File: config.mk
export PLATFORM = sky130hd
export DESIGN_NAME = shift_sequencer
export DESIGN_NICKNAME = d
export VERILOG_FILES = /design/src/rtl/shift_sequencer.sv
export SDC_FILE = /design/constraint.sdc
export NUM_CORES = 1
export LEC_CHECK = 0
export BUFFER_PORTS_ARGS = -buffer_cell sky130_fd_sc_hd__buf_2
export CORE_MARGIN = 8
export CORE_UTILIZATION = 43
export DETAILED_ROUTE_END_ITERATION = 10
export PLACE_DENSITY = 0.79
export SLEW_MARGIN = 30
export SYNTH_ARGS = -nofsm -noshare
export SYNTH_HDL_FRONTEND = slang
export SYNTH_SLANG_ARGS = --single-unit
File: constraint.sdc
create_clock -name clock -period 1.5 [get_ports clock]
set_input_delay 0.3 -clock clock [delete_from_list [all_inputs] [get_ports clock]]
set_output_delay 0.3 -clock clock [all_outputs]
set_load 0.1 [all_outputs]
File: src/rtl/shift_sequencer.sv
// Command-driven sequencer for a 4-bit universal shift register: loads a word, issues
// single-bit shift cycles (logical or rotate), then returns the register contents.
module shift_sequencer #(
    parameter int unsigned WIDTH = 4,
    parameter int unsigned CNT_W = 4
) (
    input  logic             clock,
    input  logic             reset_n,
    input  logic             cmd_valid,
    output logic             cmd_ready,
    input  logic [WIDTH-1:0] cmd_data,
    input  logic [1:0]       cmd_op,
    input  logic [CNT_W-1:0] cmd_amt,
    input  logic [WIDTH-1:0] sr_out,
    output logic [WIDTH-1:0] sr_par_in,
    output logic             sr_s1,
    output logic             sr_s0,
    output logic             sr_enable,
    output logic             sr_ls,
    output logic             sr_rs,
    output logic             res_valid,
    input  logic             res_ready,
    output logic [WIDTH-1:0] res_data
);

    typedef enum logic [2:0] {StIdle, StLoad, StShift, StWait, StResp} state_e;

    state_e             state_q, state_d;
    logic [WIDTH-1:0]   data_q;
    logic [1:0]         op_q;
    logic [CNT_W-1:0]   count_q;
    logic [WIDTH-1:0]   res_data_q;
    logic               res_valid_q;

    always_comb begin
        state_d = state_q;
        unique case (state_q)
            StIdle:  if (cmd_valid) state_d = StLoad;
            StLoad:  state_d = (count_q == '0) ? StWait : StShift;
            StShift: if (count_q <= CNT_W'(1)) state_d = StWait;
            StWait:  state_d = StResp;
            StResp:  if (res_ready) state_d = StIdle;
            default: state_d = StIdle;
        endcase
    end

    // Shift amount is loaded into the counter on acceptance; it is consumed from SHIFT on.
    always_ff @(posedge clock or negedge reset_n) begin
        if (!reset_n) begin
            state_q     <= StIdle;
            data_q      <= '0;
            op_q        <= '0;
            count_q     <= '0;
            res_data_q  <= '0;
            res_valid_q <= 1'b0;
        end else begin
            state_q <= state_d;
            if (state_q == StIdle && cmd_valid) begin
                data_q  <= cmd_data;
                op_q    <= cmd_op;
                count_q <= cmd_amt;
            end
            if (state_q == StShift) begin
                count_q <= count_q - CNT_W'(1);
            end
            if (state_q == StWait) begin
                res_data_q  <= sr_out;
                res_valid_q <= 1'b1;
            end
            if (state_q == StResp && res_ready) begin
                res_valid_q <= 1'b0;
            end
        end
    end

    always_comb begin
        cmd_ready = 1'b0;
        sr_par_in = data_q;
        sr_enable = 1'b0;
        sr_s1     = 1'b0;
        sr_s0     = 1'b1;
        sr_ls     = 1'b0;
        sr_rs     = 1'b0;
        unique case (state_q)
            StIdle: cmd_ready = 1'b1;
            StLoad: begin
                sr_enable = 1'b1;
                sr_s0     = 1'b0;
            end
            StShift: begin
                sr_enable = 1'b1;
                sr_s1     = 1'b1;
                sr_s0     = op_q[0];
                // Rotations recirculate the edge bit that is about to fall off.
                if (op_q[1]) begin
                    if (op_q[0]) sr_rs = sr_out[WIDTH-1];
                    else         sr_ls = sr_out[0];
                end
            end
            default: ;
        endcase
    end

    assign res_valid = res_valid_q;
    assign res_data  = res_data_q;

endmodule

==> results of run 1 <==
cell families (layout without fill, tap and decap cells):
kind of cell	Yosys count	count (layout)	synth area share, %
and+or+nand+nor	22	22	16.04
adders and majority gates	2	2	2.766
muxes	11	11	13.55
xor gates and xnor gates	1	1	0.9684
DFF	18	18	49.79
AOI/OAI and AO/OA	10	10	8.852
buffers and inverters	11	61	8.022
flip-flops by register name, indices dropped and copies added (netlist names):
signal / flops
count_q: 4
op_q: 2
res_data: 4
res_valid: 1
sr_par_in: 4
state_q: 3
area by class of cell:
class,instances,area [sq um],share of cell area [%]
inverters,7,38.79,2.689
clock buffers,4,36.28,2.515
flip-flops and latches,18,450.4,31.22
multi-input cells,46,457.9,31.74
repair buffers,50,425.4,29.49
well taps,27,33.78,2.342
repair_timing:
item,4_1_cts,5_1_grt
pin swaps,4,4
resized for setup,13,9
hold buffers,1,0
setup buffers,5,7
hold endpoints to repair,18,0
gates cloned,0,0
endpoints found under the setup margin,15,16
through the flow:
step                      utilization [%]  hold WS [ns]  area (sq um)  std cells
after floorplan                         -      0.004409         945.9         75
after global placement              62.82        0.2479          1245        138
after detailed placement            62.82        0.2503          1245        138
after CTS                           69.57        0.2262          1379        148
after global routing                72.79        0.2061          1443        152
final                               72.79        0.2283          1443        152
layer usage:
layer / GRT usage (%) / vias up
li1: - / 366
met1: 15.52 / 382
met2: 22.75 / 22
met3: 5.761 / 3
met4: 4.870 / 0
met5: 0 / -
critical path, delay by kind of cell, from the launching register on:
kind | cells | cell delay (ns)
simple gates | 2 | 0.68
flops | 1 | 0.40
buf+inv | 2 | 0.24
layout by cell type (no fill, tap or decap), types with 2 or more instances in the layout:
cell type and count:
nor2_1 5, mux2_2 4, clkbuf_4 3, buf_12 6
mux2_4 6, buf_4 8, a21oi_1 3, ha_1 2
inv_1 6, buf_2 26, a221o_1 3, nor2b_1 2
buf_6 8, dfrtp_1 18, nand2_1 3
path summary, 6_finish.rpt:
check,startpoint,endpoint,cells past startpoint
worst max-delay path,state_q[0],sr_ls,4
worst min-delay path,cmd_op[1],op_q[1],2
worst max register to register,state_q[0],count_q[1],6
worst min register to register,res_data[0],res_data[0],1
max in group asynchronous,reset_n,sr_par_in[2],2
min in group asynchronous,reset_n,res_valid,2
==> metrics.txt, run 1 <==
Port Buffers=32; layout filler cell count=126; CTS Buf Count=3; largest net degree at the start of global routing=19; Post-synth ARST share=100.0%; final wirelength=2441 um; via count=about 770; FMAX=520.5 MHz; gpl congestion=0.7823; Least-Margin Pin Slew=a little under 0.5 ns; R2R Setup Slk=-0.17 ns; Site Rows=16; 1st-iter DRT viols=14; Synth Area per Inst=12.06 sq um; area leader, netlist=dfrtp_1; Setup crit end kind=output pin; total core area=1982 sq um; syn_nets=between 90 and 100; initial antenna violation count=0; Max Root-Sink Buffers=2; vias per cell=roughly 5; required time worst endpoint=about 1.2 ns; Post-DRT Antenna Nets=0; clk_lat worst skew=0.30 ns; fraction of layout cells with a size suffix above 1=approximately three fifths; first-pass GRT wire length=roughly 3900 um; top cells by count, synth=18 x dfrtp_1, 10 x mux2_2, 6 x inv_1, 6 x nor2_1, 4 x nand2_1; Cell variety after synth=27; clk sink count=18; Final min period=1.921 ns; Worst-path clk slew=0.10 ns; number of H-tree levels=1; RSZ-0062 raised after global routing=yes; share of the synthesized area in the top cell type=49.79%; Die Y=61.87 um; status=finished with violations; Root Driver=clkbuf_4; final HPWL from detailed placement=approximately 1700 um; Worst Setup Start Kind=flip-flop; synthesis warning total=0; sequential share of the synthesized area=49.79%; final setup vio count=16; DRC=0; P&R area growth vs syn=59.47%; Initial Utilization=45.64%; Rel. slew slack=67.44%; max-slew violations=0; EDFF count, synth=0; Congestion Overflow GR=0; most area-consuming cells after synthesis=dfrtp_1 50%, mux2_2 12%, buf_6 3.7%, a221o_1 3.3%, ha_1 2.8%; ANT cells=0; Place WS=-0.07053 ns; M1 wire length=between 900 and 1000 um; final hold vios=0; Tcrit/Tclk final=128.1%; crit path max-delay cell type=or3b_4; Mapped Area=about 900 sq um; Die Span X=61.87 um; # IOs=33; Main synth FF type=dfrtp_1; DR pass1 iterations=4; Cell Chain, Critical Path=or3b_4 -> clkinv_8 -> and4b_4 -> buf_12; crit path max fanout=4; max-cap violation count=0; Worst EP arrival=1.62 ns; routed wl met3=174 um; Setup TNS=-3.438 ns; routed len/inst=about 16 um; GRT Resource Usage Total=13.77%; crit path kind=flip-flop to output pin; violated checks=negative setup slack; met2 routed WL=about 1300 um; fin nets=146; vias in the first global route=857; Cells after Synth=75; flops & latches, synth=18; Worst path max stage delay=0.44 ns; final worst slack=-0.4213 ns; Max Used Layer=met4; skew final=0.002566 ns; die area=3827 sq um; CTS tree=yes; Hold Crit Class=input port to flip-flop; most frequent cell after synthesis=dfrtp_1
Power of run 1 is left out: the tool's default activity adds up to more than one toggle a clock period on the data nets, which glitch-free logic cannot reach.
==> run 2: changes to the inputs <==
--- a/config.mk
+++ b/config.mk
@@ -5,11 +5,11 @@
 export SDC_FILE = /design/constraint.sdc
 export NUM_CORES = 1
 export LEC_CHECK = 0
-export BUFFER_PORTS_ARGS = -buffer_cell sky130_fd_sc_hd__buf_2
 export CORE_MARGIN = 8
-export CORE_UTILIZATION = 43
+export CORE_UTILIZATION = 54
 export DETAILED_ROUTE_END_ITERATION = 10
-export PLACE_DENSITY = 0.79
+export DONT_BUFFER_PORTS = 1
+export PLACE_DENSITY = 0.77
 export SLEW_MARGIN = 30
 export SYNTH_ARGS = -nofsm -noshare
 export SYNTH_HDL_FRONTEND = slang
==> constraint.sdc (replaced) <==
create_clock -name clock -period 1.65 [get_ports clock]
set_input_delay 0.33 -clock clock [delete_from_list [all_inputs] [get_ports clock]]
set_output_delay 0.33 -clock clock [all_outputs]
set_load 0.1 [all_outputs]
==> run 2 against run 1 <==
  * The flow still finishes with violations (negative setup slack)
  * Wire length about the same
  * Critical path depth is the same
  * Final area decreased by 12%
  * Core utilization is 10 points higher
  * Critical path type unchanged
  * Largest cell class is now registers
==> metrics.txt, run 2 (synthesized netlist as in run 1, its figures left out) <==
Hold Crit Class=input port to flip-flop; vias per cell=6.058; skew final=0.007033 ns; CTS tree=yes; DRC=0; vias in the first global route=roughly 760; largest net degree at the start of global routing=19; layout filler cell count=83; crit path kind=flip-flop to output pin; Initial Utilization=58.69%; number of H-tree levels=1; first-pass GRT wire length=3491 um; die area=3241 sq um; gpl congestion=0.6694; R2R Setup Slk=-0.08 ns; worst setup path endpoint=sr_ls; Setup crit start=state_q[2]; clk sink count=18; Post-DRT Antenna Nets=0; Setup crit end kind=output pin; design area=1276 sq um; Die Span X=56.93 um; Least-Margin Pin Slew=0.8280 ns; RSZ-0062 raised after global routing=yes; met1 usage=13.59%; violated checks=negative setup slack; 1st-iter DRT viols=14; final wirelength=2439 um; DR pass1 iterations=4; Max Root-Sink Buffers=2; GRT Resource Usage Total=13.18%; max-slew violations=0; Site Rows=14; status=finished with violations; Setup TNS=-1.170 ns; crit path max fanout=5; Congestion Overflow GR=0; P&R area growth vs syn=41.08%; Final min period=1.952 ns; Worst path max stage delay=around 0.44 ns; reg2reg start=state_q[2]; FF-to-FF path depth=7; final worst slack=-0.3016 ns; initial antenna violation count=0; r2r endpoint=count_q[3]; Root Driver=clkbuf_4; max-cap violation count=0; final hold vios=0; total core area=1541 sq um; multi-input logic area=~430 sq um; # IOs=33; Worst Setup Start Kind=flip-flop; FMAX=512.4 MHz; fraction of layout cells with a size suffix above 1=50.96%; crit path max-delay cell type=or3b_4; met3 usage=roughly 5.5%; Worst EP arrival=between 1.5 and 2 ns; Cell Chain, Critical Path=or3b_4 -> clkinv_8 -> and4b_4 -> buf_12; final HPWL from detailed placement=1586 um; dpl cell area=1116 sq um; CTS Buf Count=3; Worst-path clk slew=~0.11 ns; via count=727; Port Buffers=0; Die Y=56.93 um; clk_lat worst skew=between 0.2 and 0.3 ns; final setup vio count=10; Reg area=450.4 sq um; fin nets=roughly 130; Rel. slew slack=between 40% and 50%; ANT cells=0; most frequent cells in the layout=18 x dfrtp_1, 17 x buf_4, 10 x mux2_2, 6 x inv_1, 6 x buf_6; routed len/inst=20.33 um; most common cell after layout, fill and taps aside=dfrtp_1; GR Layer Usage met2=23.10%; required time worst endpoint=1.32 ns; GRT busiest layer=met2; Tcrit/Tclk final=118.3%; Min Hold Slack=between 0.15 and 0.2 ns
run 2: final cells by class:
class,instances,share of cell area [%]
inverters,7,3.039
repair buffers,29,23.92
flip-flops and latches,18,35.29
multi-input cells,46,33.33
clock buffers,4,2.843
well taps,16,1.569
run 2: per-layer routing:
metal | routed length [um] | vias to the layer above
met5 | 0 | -
met4 | 42 | 0
met3 | 204 | 6
met2 | 1296 | 34
met1 | 896 | 360
li1 | - | 327
run 2: worst min-delay path by stage:
stage,from,end,slack (ns),cells past startpoint
after floorplan,reset_n,count_q[0],0.03,0
after global placement,reset_n,count_q[2],0.03,0
after detailed placement,reset_n,count_q[1],0.03,0
after CTS,cmd_data[1],sr_par_in[1],0.18,1
after global routing,sr_out[1],res_data[1],0.17,1
final,cmd_data[1],sr_par_in[1],0.18,1
run 2: timing repair:
| action | CTS | global route |
|---|---|---|
| pin swaps | 3 | 5 |
| setup buffers | 2 | 6 |
| setup endpoints to repair | 5 | 6 |
| hold endpoints to repair | 18 | 0 |
| hold buffers | 1 | 0 |
| gates resized for setup | 4 | 7 |
run 2: worst max-delay path, delay by kind of cell, from the launching register on:
kind | cells | cell delay, ns
and+or+nand+nor | 2 | 0.68
buffers and inverters | 2 | 0.24
DFF | 1 | 0.40
run 2: stage by stage:
step                util [%]  setup WS (ns)  instances
floorplan                  -        -0.3454         75
global placement       72.40        0.05068        107
detailed placement     72.40        0.03384        107
CTS                    77.68        -0.2805        114
global route           82.79        -0.3413        120
finish                 82.79        -0.3016        120
Power of run 2 is left out for the same reason.
